### src/rtl/turf_reg_pkg.sv
// Shared types and constants for the UDP/Xillybus register-bus arbiter.
package turf_reg_pkg;

    typedef enum logic [1:0] {
        ST_IDLE = 2'd0,
        ST_BUSY = 2'd1,
        ST_DONE = 2'd2
    } state_e;

    localparam logic [31:0] ERR_DATA_DEFAULT = 32'hDEADBEEF;

    localparam logic PORT_UDP = 1'b0;
    localparam logic PORT_XIL = 1'b1;

    function automatic logic [7:0] sat_inc8(input logic [7:0] v);
        if (v == 8'hFF) begin
            return 8'hFF;
        end else begin
            return v + 8'd1;
        end
    endfunction

endpackage

### src/rtl/turf_reg_arb_if.sv
// Register access handshake: used both for the requester ports and the shared bus.
interface turf_reg_arb_if #(
    parameter int AW = 28,
    parameter int DW = 32
);
    logic          en;
    logic          wr;
    logic [AW-1:0] adr;
    logic [DW-1:0] wdat;
    logic          ack;
    logic [DW-1:0] rdat;
    logic          err;

    modport master (output en, output wr, output adr, output wdat,
                    input  ack, input  rdat, input  err);
    modport slave  (input  en, input  wr, input  adr, input  wdat,
                    output ack, output rdat, output err);
endinterface

### src/rtl/turf_rr_arb2.sv
// Two-way round-robin grant; the pointer names the port favoured on a tie.
module turf_rr_arb2 (
    input  logic       clk,
    input  logic       rst,
    input  logic [1:0] req_i,
    input  logic       take_i,
    output logic       gnt_valid_o,
    output logic       gnt_idx_o
);

    logic ptr_q;
    logic ptr_d;

    // Winner selection: a lone requester always wins, a tie goes to the pointer.
    always_comb begin
        gnt_valid_o = 1'b0;
        gnt_idx_o   = 1'b0;
        if (req_i == 2'b11) begin
            gnt_valid_o = 1'b1;
            gnt_idx_o   = ptr_q;
        end else if (req_i == 2'b10) begin
            gnt_valid_o = 1'b1;
            gnt_idx_o   = 1'b1;
        end else if (req_i == 2'b01) begin
            gnt_valid_o = 1'b1;
            gnt_idx_o   = 1'b0;
        end else begin
            gnt_valid_o = 1'b0;
            gnt_idx_o   = 1'b0;
        end
    end

    // Pointer next state: favour the other port only once a grant is taken.
    always_comb begin
        ptr_d = ptr_q;
        if (take_i && gnt_valid_o) begin
            ptr_d = ~gnt_idx_o;
        end else begin
            ptr_d = ptr_q;
        end
    end

    // Pointer register.
    always_ff @(posedge clk or posedge rst) begin
        if (rst) begin
            ptr_q <= 1'b0;
        end else begin
            ptr_q <= ptr_d;
        end
    end

endmodule

### src/rtl/turf_reg_arb.sv
// Arbitrates UDP (port 0) and Xillybus (port 1) register requests onto one
// register bus, with a per-transaction ack timeout and an abort counter.
module turf_reg_arb
    import turf_reg_pkg::*;
#(
    parameter int                   ADDR_BITS = 28,
    parameter int                   DATA_BITS = 32,
    parameter int                   TIMEOUT   = 64,
    parameter logic [DATA_BITS-1:0] ERR_DATA  = DATA_BITS'(ERR_DATA_DEFAULT)
) (
    input  logic                   clk,
    input  logic                   rst,
    turf_reg_arb_if.slave          req0,
    turf_reg_arb_if.slave          req1,
    turf_reg_arb_if.master         bus,
    output logic [7:0]             timeout_cnt_o
);

    state_e                 state_q;
    logic [7:0]             cnt_q;
    logic                   sel_q;
    logic                   bus_en_q;
    logic                   bus_wr_q;
    logic [ADDR_BITS-1:0]   bus_adr_q;
    logic [DATA_BITS-1:0]   bus_dat_q;
    logic                   ack0_q;
    logic                   ack1_q;
    logic [DATA_BITS-1:0]   dat0_q;
    logic [DATA_BITS-1:0]   dat1_q;
    logic                   err0_q;
    logic                   err1_q;
    logic [7:0]             tcnt_q;

    logic                   idle_s;
    logic                   gnt_valid_s;
    logic                   gnt_idx_s;

    assign idle_s = (state_q == ST_IDLE);

    turf_rr_arb2 u_rr (
        .clk         (clk),
        .rst         (rst),
        .req_i       ({req1.en, req0.en}),
        .take_i      (idle_s),
        .gnt_valid_o (gnt_valid_s),
        .gnt_idx_o   (gnt_idx_s)
    );

    // Transaction FSM: grant, wait for ack or timeout, then pulse the requester's ack.
    always_ff @(posedge clk or posedge rst) begin
        if (rst) begin
            state_q   <= ST_IDLE;
            cnt_q     <= 8'd0;
            sel_q     <= PORT_UDP;
            bus_en_q  <= 1'b0;
            bus_wr_q  <= 1'b0;
            bus_adr_q <= '0;
            bus_dat_q <= '0;
            ack0_q    <= 1'b0;
            ack1_q    <= 1'b0;
            dat0_q    <= '0;
            dat1_q    <= '0;
            err0_q    <= 1'b0;
            err1_q    <= 1'b0;
            tcnt_q    <= 8'd0;
        end else begin
            case (state_q)
                ST_IDLE: begin
                    ack0_q <= 1'b0;
                    ack1_q <= 1'b0;
                    if (gnt_valid_s) begin
                        sel_q    <= gnt_idx_s;
                        bus_en_q <= 1'b1;
                        cnt_q    <= 8'd0;
                        state_q  <= ST_BUSY;
                        if (gnt_idx_s == PORT_XIL) begin
                            bus_wr_q  <= req1.wr;
                            bus_adr_q <= req1.adr;
                            bus_dat_q <= req1.wdat;
                        end else begin
                            bus_wr_q  <= req0.wr;
                            bus_adr_q <= req0.adr;
                            bus_dat_q <= req0.wdat;
                        end
                    end
                end
                ST_BUSY: begin
                    // A same-cycle ack beats the timeout.
                    if (bus.ack) begin
                        bus_en_q <= 1'b0;
                        state_q  <= ST_DONE;
                        if (sel_q == PORT_XIL) begin
                            ack1_q <= 1'b1;
                            err1_q <= 1'b0;
                            if (!bus_wr_q) begin
                                dat1_q <= bus.rdat;
                            end
                        end else begin
                            ack0_q <= 1'b1;
                            err0_q <= 1'b0;
                            if (!bus_wr_q) begin
                                dat0_q <= bus.rdat;
                            end
                        end
                    end else if (cnt_q == 8'(TIMEOUT - 1)) begin
                        bus_en_q <= 1'b0;
                        state_q  <= ST_DONE;
                        tcnt_q   <= sat_inc8(tcnt_q);
                        if (sel_q == PORT_XIL) begin
                            ack1_q <= 1'b1;
                            err1_q <= 1'b1;
                            dat1_q <= ERR_DATA;
                        end else begin
                            ack0_q <= 1'b1;
                            err0_q <= 1'b1;
                            dat0_q <= ERR_DATA;
                        end
                    end else begin
                        cnt_q <= cnt_q + 8'd1;
                    end
                end
                ST_DONE: begin
                    ack0_q  <= 1'b0;
                    ack1_q  <= 1'b0;
                    state_q <= ST_IDLE;
                end
                default: begin
                    bus_en_q <= 1'b0;
                    ack0_q   <= 1'b0;
                    ack1_q   <= 1'b0;
                    state_q  <= ST_IDLE;
                end
            endcase
        end
    end

    assign bus.en        = bus_en_q;
    assign bus.wr        = bus_wr_q;
    assign bus.adr       = bus_adr_q;
    assign bus.wdat      = bus_dat_q;
    assign req0.ack      = ack0_q;
    assign req0.rdat     = dat0_q;
    assign req0.err      = err0_q;
    assign req1.ack      = ack1_q;
    assign req1.rdat     = dat1_q;
    assign req1.err      = err1_q;
    assign timeout_cnt_o = tcnt_q;

endmodule

### src/flat_wrapper.sv
// flat-port wrapper written by rule: the top's interface ports become plain ports
module turf_reg_arb_flat import turf_reg_pkg::*;
#(
    parameter int                   ADDR_BITS = 28,
    parameter int                   DATA_BITS = 32,
    parameter int                   TIMEOUT   = 64,
    parameter logic [DATA_BITS-1:0] ERR_DATA  = DATA_BITS'(ERR_DATA_DEFAULT)
)
  (clk, rst, timeout_cnt_o, req0_en, req0_wr, req0_adr, req0_wdat, req0_ack, req0_rdat, req0_err, req1_en, req1_wr, req1_adr, req1_wdat, req1_ack, req1_rdat, req1_err, bus_en, bus_wr, bus_adr, bus_wdat, bus_ack, bus_rdat, bus_err);
  turf_reg_arb_if #(.AW(28), .DW(32)) req0_i ();
  turf_reg_arb_if #(.AW(28), .DW(32)) req1_i ();
  turf_reg_arb_if #(.AW(28), .DW(32)) bus_i ();
  input  logic clk;
  input  logic rst;
  output logic [7:0] timeout_cnt_o;
  input wire logic [$bits(req0_i.en)-1:0] req0_en;
  input wire logic [$bits(req0_i.wr)-1:0] req0_wr;
  input wire logic [$bits(req0_i.adr)-1:0] req0_adr;
  input wire logic [$bits(req0_i.wdat)-1:0] req0_wdat;
  output wire logic [$bits(req0_i.ack)-1:0] req0_ack;
  output wire logic [$bits(req0_i.rdat)-1:0] req0_rdat;
  output wire logic [$bits(req0_i.err)-1:0] req0_err;
  input wire logic [$bits(req1_i.en)-1:0] req1_en;
  input wire logic [$bits(req1_i.wr)-1:0] req1_wr;
  input wire logic [$bits(req1_i.adr)-1:0] req1_adr;
  input wire logic [$bits(req1_i.wdat)-1:0] req1_wdat;
  output wire logic [$bits(req1_i.ack)-1:0] req1_ack;
  output wire logic [$bits(req1_i.rdat)-1:0] req1_rdat;
  output wire logic [$bits(req1_i.err)-1:0] req1_err;
  output wire logic [$bits(bus_i.en)-1:0] bus_en;
  output wire logic [$bits(bus_i.wr)-1:0] bus_wr;
  output wire logic [$bits(bus_i.adr)-1:0] bus_adr;
  output wire logic [$bits(bus_i.wdat)-1:0] bus_wdat;
  input wire logic [$bits(bus_i.ack)-1:0] bus_ack;
  input wire logic [$bits(bus_i.rdat)-1:0] bus_rdat;
  input wire logic [$bits(bus_i.err)-1:0] bus_err;
  assign req0_i.en = req0_en;
  assign req0_i.wr = req0_wr;
  assign req0_i.adr = req0_adr;
  assign req0_i.wdat = req0_wdat;
  assign req0_ack = req0_i.ack;
  assign req0_rdat = req0_i.rdat;
  assign req0_err = req0_i.err;
  assign req1_i.en = req1_en;
  assign req1_i.wr = req1_wr;
  assign req1_i.adr = req1_adr;
  assign req1_i.wdat = req1_wdat;
  assign req1_ack = req1_i.ack;
  assign req1_rdat = req1_i.rdat;
  assign req1_err = req1_i.err;
  assign bus_en = bus_i.en;
  assign bus_wr = bus_i.wr;
  assign bus_adr = bus_i.adr;
  assign bus_wdat = bus_i.wdat;
  assign bus_i.ack = bus_ack;
  assign bus_i.rdat = bus_rdat;
  assign bus_i.err = bus_err;
  turf_reg_arb #(.ADDR_BITS(ADDR_BITS), .DATA_BITS(DATA_BITS), .TIMEOUT(TIMEOUT), .ERR_DATA(ERR_DATA)) u_core (.clk(clk), .rst(rst), .req0(req0_i), .req1(req1_i), .bus(bus_i), .timeout_cnt_o(timeout_cnt_o));
endmodule
### config.mk
export PLATFORM = sky130hd
export DESIGN_NAME = turf_reg_arb_flat
export DESIGN_NICKNAME = d
export VERILOG_FILES = /design/src/rtl/turf_reg_pkg.sv /design/src/rtl/turf_reg_arb_if.sv /design/src/rtl/turf_rr_arb2.sv /design/src/rtl/turf_reg_arb.sv /design/src/flat_wrapper.sv
export SDC_FILE = /design/constraint.sdc
export NUM_CORES = 1
export LEC_CHECK = 0
export CORE_ASPECT_RATIO = 0.9
export CORE_MARGIN = 5
export CORE_UTILIZATION = 44
export CTS_CLUSTER_DIAMETER = 30
export DETAILED_ROUTE_END_ITERATION = 6
export PLACE_DENSITY = 0.86
export SETUP_SLACK_MARGIN = 0.4
export SLEW_MARGIN = 20
export SYNTH_ARGS = -nofsm -noshare
export SYNTH_HDL_FRONTEND = slang
export SYNTH_SLANG_ARGS = --single-unit
### constraint.sdc
create_clock -name clk -period 12.7 [get_ports clk]
set_input_delay 2.54 -clock clk [delete_from_list [all_inputs] [get_ports clk]]
set_output_delay 2.54 -clock clk [all_outputs]
set_load 0.03 [all_outputs]
# After elaboration in Yosys (flattened, before gate mapping)
# Cells that the tools add are included.
op_classes:
  addsub: 2
  multipliers: 0
  div_mod_pow: 0
  order_cmp: 0
  eq_ne: 12
  shifts: 0
  n_mux: 46
  bitwise: 4
  n_reduce_logical: 13
op_table:
  columns: ["op", "n"]
  rows:
  - ["$mux W32", 10]
  - ["$mux W8", 4]
  - ["$mux W28", 1]
  - ["$mux W1", 25]
  - ["$add A8 B1 Y8 const B", 2]
  - ["$pmux W8 S2", 1]
  - ["$reduce_and A3 Y1", 4]
  - ["$reduce_and A4 Y1", 3]
  - ["$eq A8 B6 Y1 const B", 1]
  - ["$eq A8 B8 Y1 const B", 1]
  - ["$eq A2 B2 Y1 const B", 3]
  - ["$mux W2", 3]
  - ["$ne A2 B2 Y1 const B", 3]
  - ["$eq A2 B1 Y1 const B", 2]
  - ["$not A1 Y1", 4]
  - ["$pmux W2 S2", 1]
  - ["$reduce_and A2 Y1", 2]
  - ["$reduce_bool A2 Y1", 2]
  - ["$ne A3 B2 Y1 const B", 1]
  - ["$pmux W1 S3", 1]
  - ["$logic_not A2 Y1", 1]
  - ["$ne A2 B1 Y1 const B", 1]
  - ["$logic_and A1 B1 Y1", 1]
totals:
  register_bits: 150
  latchBits: 0
  ramBits: 0
  romBits: 0
  input_bits: 160
  out_inout_bits: 138
  wordCells: 92
  mem_count: 0

# Depth between registers and ports, before layout
# Gate-level depths: netlist (run 1).
depth:
  depth_word: 6
  depth_mapped: 6
  mapped_depth_nobuf: 5

# Hierarchy
# Synthesis (run 1) repeated with hierarchy kept, for this count alone.
hier_totals:
  hier_cells: 563
  area_unflattened_um2: 6517.5
by_module_without_submodules:
  columns: ["module", "n_inst", "cells_per_inst", "area_per_inst_um2", "seq_area_each_um2"]
  rows:
  - ["turf_reg_arb", 1, 556, 6459.9, 3728.6]
  - ["turf_rr_arb2", 1, 7, 57.6, 25.0]

# Worst setup path after synthesis (run 1)
# No wires, ideal clock.
synth_timing:
  kind: "input to register"
  from: "input bus_ack"
  to: "register u_core.tcnt_q[7] (netlist: u_core.timeout_cnt_o[7])"
  setup_time_ns: 0.128
  arrival_time_ns: 3.667
  required_ns: 12.572
  setup_slack_ns: 8.906
  stages: 6
  cell_sequence: "buf_2 > nor3b_4 > and3_1 > buf_6 > nand4_1 > mux2_1"
synth_between:
  elab_chain_len: 2
synth_rtl:
  columns: ["element", "line_no", "rtl"]
  rows:
  - ["start, declared", "flat_wrapper.sv:34", "input wire logic [$bits(bus_i.ack)-1:0] bus_ack;"]
  - ["$not A1 Y1 (no source line)", null, null]
  - ["$reduce_and A3 Y1 (no source line)", null, null]
  - ["end signal, assigned", "turf_reg_arb.sv:108", "tcnt_q <= sat_inc8(tcnt_q);"]
  - ["end, declared", "turf_reg_arb.sv:32", "logic [7:0] tcnt_q;"]
# No other way between the ends.
# A chain may end at the register's enable or synchronous reset.

# Worst setup path in the final report (run 1)
layout_timing:
  from: "input req0_en"
  to: "register u_core.bus_dat_q[8] (netlist: u_core.bus.wdat[8])"
layout_between:
  elab_chain_len: 5
  elab_cells_between_ends: 10
layout_rtl:
  columns: ["element", "line_no", "rtl"]
  rows:
  - ["start, declared", "flat_wrapper.sv:16", "input wire logic [$bits(req0_i.en)-1:0] req0_en;"]
  - ["$eq A2 B1 Y1", "turf_rr_arb2.sv:24", "end else if (req_i == 2'b01) begin"]
  - ["$mux W1", "turf_rr_arb2.sv:24", null]
  - ["$mux W1", "turf_rr_arb2.sv:21", "end else if (req_i == 2'b10) begin"]
  - ["$mux W1", "turf_rr_arb2.sv:18", "if (req_i == 2'b11) begin"]
  - ["$reduce_and A2 Y1 (no source line)", null, null]
  - ["end signal, assigned", "turf_reg_arb.sv:79", "bus_dat_q <= req1.wdat;"]
  - ["end signal, assigned", "turf_reg_arb.sv:83", "bus_dat_q <= req0.wdat;"]
  - ["end, declared", "turf_reg_arb.sv:25", "logic [DATA_BITS-1:0] bus_dat_q;"]
# Several ways; a longest one is shown, not always the timed one.

==> results of run 1 <==
## stage by stage
| stage | setup slack (ns) | hold slack (ns) |
|---|---|---|
| after floorplan | 6.12 | 0.500 |
| after global placement | 7.69 | 0.469 |
| after detailed placement | 7.57 | 0.476 |
| after CTS | 7.99 | 0.491 |
| after global routing | 7.90 | 0.513 |
| final | 8.05 | 0.493 |
## Yosys cell counts, types with 2 or more instances
master and count:
o21ai_1 3, clkbuf_1 28, ha_1 2, and3_1 2, a21o_1 2, a32o_1 16
nand4_1 4, o21ai_0 7, nand2_1 10, and2b_1 2, and2_1 2, nand2b_1 3
buf_6 5, a31oi_1 4, nor2_1 14, or3_1 3, a21oi_1 18, and4_1 2
inv_1 66, buf_2 9, a21oi_4 2, dfrtp_1 150, a222oi_1 61, a31o_2 2
nor2b_1 5, nand3_1 11, o32a_1 8, o32a_2 39
## final timing paths
kind | to | slack (ns) | cells after the start
setup / recovery | u_core.bus.wdat[8] | 8.05 | 6
hold / removal | u_core.bus.wdat[2] | 0.49 | 2
setup reg to reg | u_core.req1.rdat[27] | 10.12 | 4
hold reg to reg | u_core.bus.wdat[2] | 0.49 | 2
max in group asynchronous | u_core.bus.wdat[21] | 8.73 | 3
min in group asynchronous | u_core.req0.rdat[8] | 2.65 | 2
## metal layers
layer | GRT usage, % | share of wire, % | vias to the layer above
met5 | 0 | 0.061 | -
met4 | 7.37 | 2.1 | 2
met3 | 11.0 | 10 | 35
met2 | 42.7 | 50 | 281
met1 | 28.9 | 37 | 2910
li1 | - | - | 2496
## power groups by stage
stage	clock [W]	combinational [W]	sequential [W]
detailed placement	0	0.00133	0.000825
finish	0.000487	0.00133	0.000824
global route	0.000517	0.00141	0.000847
CTS	0.000498	0.00134	0.000822
global placement	0	0.00130	0.000809
floorplan	0	0.000384	0.00119
## area by class of cell
cell class,count,area [sq um]
Clock buffer,18,429
Inverter,66,253
Fill cell,994,4110
Clock inverter,14,143
Sequential cell,150,3750
Tap cell,193,241
Timing Repair Buffer,300,2990
Multi-Input combinational cell,236,2030
## cells by family (layout without fill, tap and decap cells)
group                    count (synthesis)  after routing  synth area share, %
AO/OA/AOI/OAI                          168            168                 25.6
flip-flops                             150            150                 60.3
buffers and inverters                  108            398                 7.30
AND/OR/NAND/NOR                         64             64                 5.95
adder cells (fa/ha/maj)                  2              2                0.402
multiplexers                             2              2                0.362
## registers in the layout, summed over array words and instances (netlist names)
register,cells
u_core.req1.err,1
u_core.state_q,2
u_core.timeout_cnt_o,8
u_core.bus.wdat,32
u_core.req0.ack,1
u_core.req1.rdat,32
u_core.bus.adr,28
u_core.bus.wr,1
u_core.sel_q,1
u_core.req1.ack,1
u_core.u_rr.ptr_q,1
u_core.cnt_q,8
u_core.bus.en,1
u_core.req0.rdat,32
u_core.req0.err,1
## worst max-delay path: cells and delay by family
kind / cells / cell delay [ns]
buf+inv: 4 / 1.33
compound gates: 2 / 1.11
==> reports/metrics.cfg, run 1 <==
[die]
die_y_um = 123
rows = 41
io_pins = 298
fp.coreArea_sq_um = 14000
die_width_um = 135
initial_utilization_pct = 44.6
dieArea_sq_um = 16600

[clocking]
cts_buffer_depth = 2
hold_buffers = 0
worstSkewPairLatency_ns = 0.42
htreeDepth = 4
cts_tree = done
clockRootBuffer = clkbuf_16
cts_setup_buffers = 0
cts.sinks = 150
path_clk_slew_ns = 0.06
ctsResizeCount = 0
cts_made_buffers = 17

[worst_hold_path]
min_path_type = reg -> reg
hp-start = u_core.bus.wdat[2]

[grt]
antenna_found_initial = 1
grt_pass1_vias = 6034
grt_use_total_pct = 25.1
grt_first_pass_wirelength_mm = 32.7
gr-total-overflow = 0
grt_max_degree = 92

[finish]
fin_area_sq_um = 9840
layout.cells.non_filler = 977
syn2layout_area_growth_pct = 58.2
post-route-util_pct = 70.5
antenna_cells = 0
drive_gt1_share_pct = 11.6
layout_common_cells = clkdlybuf4s50_1 (296), dfrtp_1 (150), inv_1 (65), a222oi_1 (61), o32a_2 (39)
fin_nets = 933
final_common_cell = clkdlybuf4s50_1

[power]
seqPwrFrac_pct = 31.2
switchingPower_w = 0.00112
p_sw_share_pct = 42.4
p_total_w = 0.00264
combPwrFrac_pct = 50.3
leakage_nw = 4.23
power_density_nw_per_um2 = 268
ir_worst_vdd_v = 0.000156
clkPwrFrac_pct = 18.5
internal_power_w = 0.00152

[worst_setup_path]
max_stage_delay_ns = 0.89
critical_path_class = in -> reg
worst_path_max_delay_cell = a2111oi_4
cpMostUsedCell = inv_1
endpoint_kind = register
r2r-start = u_core.state_q[1]
crit_start = req0_en
crit_chain = clkdlybuf4s50_1 > inv_1 > a2111oi_4 > buf_4 > a222oi_1 > inv_1
start_kind = input port
worstPathArrival_ns = 5.00
cp_max_fo = 47
worstPathRequired_ns = 13.06

[timing]
min_period_ns = 4.65
clock_skew_ns = 0.00464
finalSetupTns_ns = 0
drv_slew = 0
setup_viol = 0
rsz0062_at_grt = no
slew_headroom_pct = 31.4
fin_crit_sh_pct = 36.6
fmax_ghz = 0.215
finalHoldViolCount = 0
worstMarginPinSlew_ns = 1.03

[placed_design]
placed_area_sq_um = 9270
port_buffers = 296
gp_congestion = 0.873
hpwl_mm = 15.3
post-place-cells = 945

[detailed_routing]
first_pass_iters = 7
wl_per_cell_um = 21.6
dr_total_vias = 5724
drtAntennaViolNets = 0
drtIter0Drc = 560
drcViolationCount = 36
vias_per_cell = 5.86
routed_wl_mm = 21.2

[yosys]
ys_seq_elements = 150
synthArstFlopShare_pct = 100
synth_area_leaders = dfrtp_1 (60%), a222oi_1 (9.8%), o32a_2 (7.1%)
synth.top_cell.area_share_pct = 60.3
yosys.area.top_type = dfrtp_1
synth_fp_nets = 656
synth-main-ff-cell = dfrtp_1
syn_inst = 494
syn_area_sq_um = 6220
ys_types = 42
seq_area_frac_synth_pct = 60.3
syn_area_per_cell_sq_um = 12.6
synth_edf_count = 0
synth_warnings = 0

[outcome]
status = finished, violations left
violations = DRC

[run]
cap_viol_max_count = 0

(Power assumes the default switching activity.)
==> run 2: changes to the inputs <==
CORE_UTILIZATION = 37   (was 44)
PLACE_DENSITY = 0.77   (was 0.86)
clock period = 3.8 ns   (was 12.7 ns; I/O delays follow)
==> run 2 against run 1 <==
The flow still finishes with violations (DRC). Critical path depth down 2. Die area rose by 17%. Setup slack lost 6.8 ns. Sequential power rose to 3.3 times the previous value. Clock-buffer cell count up 4. Utilization down 11 points. First-iteration DRC count fell by 3.8%. Largest cell class unchanged.
==> reports/metrics.cfg, run 2 (synthesized netlist as in run 1, its figures left out) <==
[clocking]
htreeDepth = 4  ; unchanged
hold_buffers = 0  ; unchanged
ctsResizeCount = 0  ; unchanged
clockRootBuffer = clkbuf_16
path_clk_slew_ns = 0.06  ; about the same
cts_made_buffers = 17  ; unchanged
worstSkewPairLatency_ns = 0.41  ; about the same
cts_setup_buffers = 0  ; unchanged
cts.sinks = 150  ; unchanged
cts_tree = done
cts_buffer_depth = 2  ; unchanged

[detailed_routing]
wl_per_cell_um = 20.8  ; -3.9%
first_pass_iters = 7  ; unchanged
vias_per_cell = 5.64  ; -3.7%
dr_total_vias = 5630  ; -1.6%
drtIter0Drc = 539  ; -3.8%
routed_wl_mm = 20.8  ; -1.8%
drtAntennaViolNets = 0  ; unchanged
drcViolationCount = 6  ; -83%

[outcome]
status = finished, violations left
violations = DRC

[worst_setup_path]
start_kind = register
crit_chain = and2b_1 > nand2b_1 > a21oi_4 > o32a_2
cp_max_fo = 24  ; -49%
worst_path_max_delay_cell = a21oi_4
endpoint_kind = register
critical_path_class = reg -> reg
worstPathArrival_ns = 2.87  ; -2.13 ns
worstPathRequired_ns = 4.14  ; -8.92 ns
crit_buf_inv = 0  ; -4
max_stage_delay_ns = 0.78  ; -0.11 ns
cp_top_family = compound AO/OA/AOI/OAI gates

[power]
seqPwrFrac_pct = 30.7  ; -0.5 points
leakage_nw = 4.27  ; +0.89%
clkPwrFrac_pct = 19.1  ; +0.6 points
internal_power_w = 0.00523  ; +240%
p_sw_share_pct = 41.2  ; -1.2 points
combPwrFrac_pct = 50.1  ; -0.2 points
p_total_w = 0.00889  ; +240%
ir_worst_vdd_v = 0.000602  ; +290%
switchingPower_w = 0.00366  ; +230%
power_density_nw_per_um2 = 895  ; +230%

[timing]
fin_crit_sh_pct = 66.5
worstMarginPinSlew_ns = 1.10  ; +0.0719 ns
drv_slew = 0  ; unchanged
finalSetupTns_ns = 0  ; unchanged
clock_skew_ns = 0.00880  ; +0.00416 ns
slew_headroom_pct = 25.8  ; -5.6 points
rsz0062_at_grt = no
finalWorstSetupSlack_ns = 1.27  ; -6.78 ns
setup_viol = 0  ; unchanged
fmax_ghz = 0.396
finalHoldViolCount = 0  ; unchanged
min_period_ns = 2.53

[finish]
layout.cells.non_filler = 998  ; +2.1%
layout_common_cells = clkdlybuf4s50_1 (296), dfrtp_1 (150), inv_1 (65), a222oi_1 (61), o32a_2 (39)
syn2layout_area_growth_pct = 59.8
final_common_cell = clkdlybuf4s50_1
fin_nets = 936  ; +0.32%
antenna_cells = 0  ; unchanged
drive_gt1_share_pct = 11.8  ; +0.21 points

[placed_design]
post-place-cells = 966  ; +2.2%
gp_congestion = 0.857  ; -1.8%
hpwl_mm = 15.0  ; -1.9%
port_buffers = 296  ; unchanged
preCtsSetupSlack_ns = 1.02  ; -6.56 ns

[die]
die_width_um = 147  ; +8.4%
dieArea_sq_um = 19500  ; +17%
die_y_um = 133  ; +8.3%
rows = 45  ; +9.8%
initial_utilization_pct = 37.2  ; -7.4 points
io_pins = 298  ; unchanged
fp.coreArea_sq_um = 16700  ; +20%

[grt]
grt_use_total_pct = 20.7  ; -4.5 points
grt_pass1_vias = 5839  ; -3.2%
antenna_found_initial = 0  ; -1
grt_first_pass_wirelength_mm = 32.1  ; -1.7%
gr-total-overflow = 0  ; unchanged
grt_max_degree = 151  ; +64%

[run]
cap_viol_max_count = 0  ; unchanged

[worst_hold_path]
min_path_type = reg -> reg

## run 2: cell types whose count changed in the layout (fill, tap and decap cells not counted), moves of 2 or more
cell / delta
clkbuf_8: +4
inv_6: -4
buf_12: +2
inv_8: -3
## run 2: worst register-to-register path: stages, from the launching register on
cell and delay [ns]:
dfrtp_1 0.47, and2b_1 0.34, nand2b_1 0.58, a21oi_4 0.79, o32a_2 0.29
## run 2: final timing paths
path                                      startpoint                   end  slack, ns  cells after the start
worst max-delay path               u_core.state_q[1]  u_core.req0.rdat[15]       1.27                      4
worst min-delay path            u_core.req0.rdat[18]  u_core.req0.rdat[18]       0.49                      1
worst max register to register     u_core.state_q[1]  u_core.req0.rdat[15]       1.27                      4
worst min register to register  u_core.req0.rdat[18]  u_core.req0.rdat[18]       0.49                      1
max in group asynchronous                        rst       u_core.cnt_q[7]       2.24                      3
min in group asynchronous                        rst  u_core.req0.rdat[12]       0.92                      3
## run 2: cell type report
type,instances,area (sq um)
Fill cell,1299,6780
Sequential cell,150,3750
Timing Repair Buffer,303,3040
Multi-Input combinational cell,236,2030
Clock buffer,22,484
Tap cell,211,264
Inverter,66,251
Clock inverter,10,119
## run 2: power by group through the flow
stage | clock network, W | registers (W) | logic, W
finish | 0.00170 | 0.00273 | 0.00446
global route | 0.00182 | 0.00282 | 0.00471
CTS | 0.00174 | 0.00273 | 0.00449
detailed placement | 0 | 0.00275 | 0.00448
global placement | 0 | 0.00270 | 0.00439
floorplan | 0 | 0.00398 | 0.00128
## run 2: metrics by stage
step / hold slack, ns / cell area (sq um) / utilization (%)
finish: 0.490 / 9940 / 59.4
detailed placement: 0.476 / 9340 / 55.8
CTS: 0.494 / 9940 / 59.4
floorplan: 0.500 / 6220 / -
global placement: 0.471 / 9340 / 55.8
global route: 0.506 / 9940 / 59.4
## run 2: routing by layer
layer / wire [um] / vias up / track usage [%]
met2: 10100 / 298 / 33.5
li1: - / 2498 / -
met5: 0 / - / 0
met1: 7910 / 2801 / 24.5
met3: 2320 / 33 / 9.93
met4: 468 / 0 / 6.11
==> RTL edit: new RTL, config.mk and constraints of run 2 <==
Encoding of `state_e`: now one-hot (3 bits for 3 states).
--- a/src/rtl/turf_reg_pkg.sv
+++ b/src/rtl/turf_reg_pkg.sv
@@ -1,10 +1,10 @@
 // Shared types and constants for the UDP/Xillybus register-bus arbiter.
 package turf_reg_pkg;
 
-    typedef enum logic [1:0] {
-        ST_IDLE = 2'd0,
-        ST_BUSY = 2'd1,
-        ST_DONE = 2'd2
+    typedef enum logic [2:0] {
+        ST_IDLE = 3'b001,
+        ST_BUSY = 3'b010,
+        ST_DONE = 3'b100
     } state_e;
 
     localparam logic [31:0] ERR_DATA_DEFAULT = 32'hDEADBEEF;
Check against the original RTL: same outputs for any inputs over 4 cycles, from zero or initial values and one cycle with rst high; so few cycles prove little.
==> RTL edit against run 2 <==
  * Combinational power is 5.2% higher
  * Total power up 4.0%
  * Hold slack lost 0.017 ns
  * Design area rose by 2.8%
  * Global-route usage shrank 0.48 points
  * Sequential power is 1% higher
  * Synthesized area rose by 3.1%
  * Sequential cell count is 1 higher
  * Worst setup slack gained 0.031 ns
  * Routed wire length down 1.2%
  * Largest cell class unchanged
  * Highest routed layer unchanged
==> RTL edit: results (changes against run 2) <==
| Metric | Value |
|---|---|
| RR Endpoint | `u_core.req0.rdat[14]$_DFFE_PP0P_` |
| Multi-input comb cells | `307 (+30%)` |
| Largest stage delay on the critical path | `0.66 ns (-0.12 ns)` |
| Net Count, Synth | `664 (+1.2%)` |
| Placed cell count | `1,001 (+3.6%)` |
| Worst setup path endpoint | `u_core.req1.rdat[19]$_DFFE_PP0P_` |
| ClkCell Share | `0.0618 (+0.00116)` |
| Clock sinks | `151 (+0.67%)` |
| Global-route wire length before repair | `32,300 µm (+0.41%)` |
| Detailed Routing Iterations Pass 1 | `5 (-2)` |
| Maximum vdd drop | `583 µV (-3.0%)` |
| Fraction of layout cells with a size suffix above 1 | `0.123 (+0.00464)` |
| Slew Limit Headroom | `0.516 (+0.258)` |
| Crit path max fanout | `47 (+96%)` |
| Peak Freq | `0.400 GHz (+1.2%)` |
| # Taps | `235 (+11%)` |
| Placed Area | `0.00959 mm² (+2.7%)` |
| Hold worst-path end | `u_core.u_rr.ptr_q$_DFFE_PP0P_` |
| P_clk | `1.79 mW (+5%)` |
| Design area | `0.0102 mm² (+2.8%)` |
| Nets | `947 (+1.2%)` |
| Vias per inst | `5.43 (-3.8%)` |
| IO buf count | `296 (unchanged)` |
| Largest net degree at the start of global routing | `107 (-29%)` |
| Dpl hpwl | `14,800 µm (-1.2%)` |
| DR iter-0 viols | `275 (-49%)` |
| R2r setup slk | `1.39 ns (+0.12 ns)` |
| Worst hold slack | `0.473 ns (-0.0166 ns)` |
| Top post-synthesis cells by area | `dfrtp_1, a22o_1, a21o_1` |
| Pleak | `4.44 nW (+4.0%)` |
| Initial antenna violation count | `0 (unchanged)` |
| Post-synth top cells | `dfrtp_1, a21o_1, a22o_1` |
| CP startpoint | `bus_ack` |
| Synth Warn # | `0 (unchanged)` |
| Outcome | `completed` |
| Crit path max-delay family | `buffers and inverters` |
| CP max stage cell | `clkdlybuf4s50_1` |
| Max Clock Skew | `0.00834 ns (-0.000454 ns)` |
| CP arrival | `2.84 ns (-0.03 ns)` |
| Non-clock buffer count | `306 (+0.99%)` |
| Seq/total area | `0.370 (-0.00774)` |
| Multi-input gate area | `0.00245 mm² (+21%)` |
| Seq power | `2.77 mW (+1%)` |
| Total Power | `9.25 mW (+4.0%)` |
| Layout fillers | `1,333 (+2.6%)` |
| Total GRT Usage | `0.202 (-0.00485)` |
| Switching Share | `0.394 (-0.0176)` |
| DR vias | `5,608 (-0.39%)` |
| Seq/Total Area, Yosys | `0.589 (-0.0140)` |
| Gp weighted congestion | `0.862 (+0.55%)` |
| NonClk Buf Share | `0.299 (-0.00737)` |
| Vias in the first global route | `5,987 (+2.5%)` |
| Worst r2r src | `u_core.state_q[2]$_DFFE_PP0P_` |
| Min-delay src | `u_core.u_rr.ptr_q$_DFFE_PP0P_` |
| # clk buffers | `21 (-4.5%)` |
| Setup WS pre-CTS | `0.886 ns (-0.129 ns)` |
[RTL edit: cell count changes after synthesis, sizes merged, moves of 7 or more]
cell / before / now
a21o: 2 / 63
a222oi: 61 / 0
a22o: 0 / 61
inv: 66 / 2
nand2: 10 / 17
[RTL edit: cell families (layout without fill, tap and decap cells)]
| group | after synthesis | count (layout) | share of synthesized area |
|---|---|---|---|
| flip-flops | 151 | 151 | 0.589 |
| AND/OR/NAND/NOR | 74 | 74 | 0.0644 |
| multiplexers | 3 | 3 | 0.00527 |
| adder cells (fa/ha/maj) | 2 | 2 | 0.00390 |
| AO/OA/AOI/OAI | 228 | 228 | 0.305 |
| buffers and inverters | 44 | 340 | 0.0326 |
[RTL edit: metal layers]
layer  track usage  vias to the layer above  wire [µm]
met2         0.351                      226      10800
met5             0                        -          0
met3        0.0779                       26       1750
met1         0.234                     2826       7650
li1              -                     2530          -
met4        0.0539                        0        337
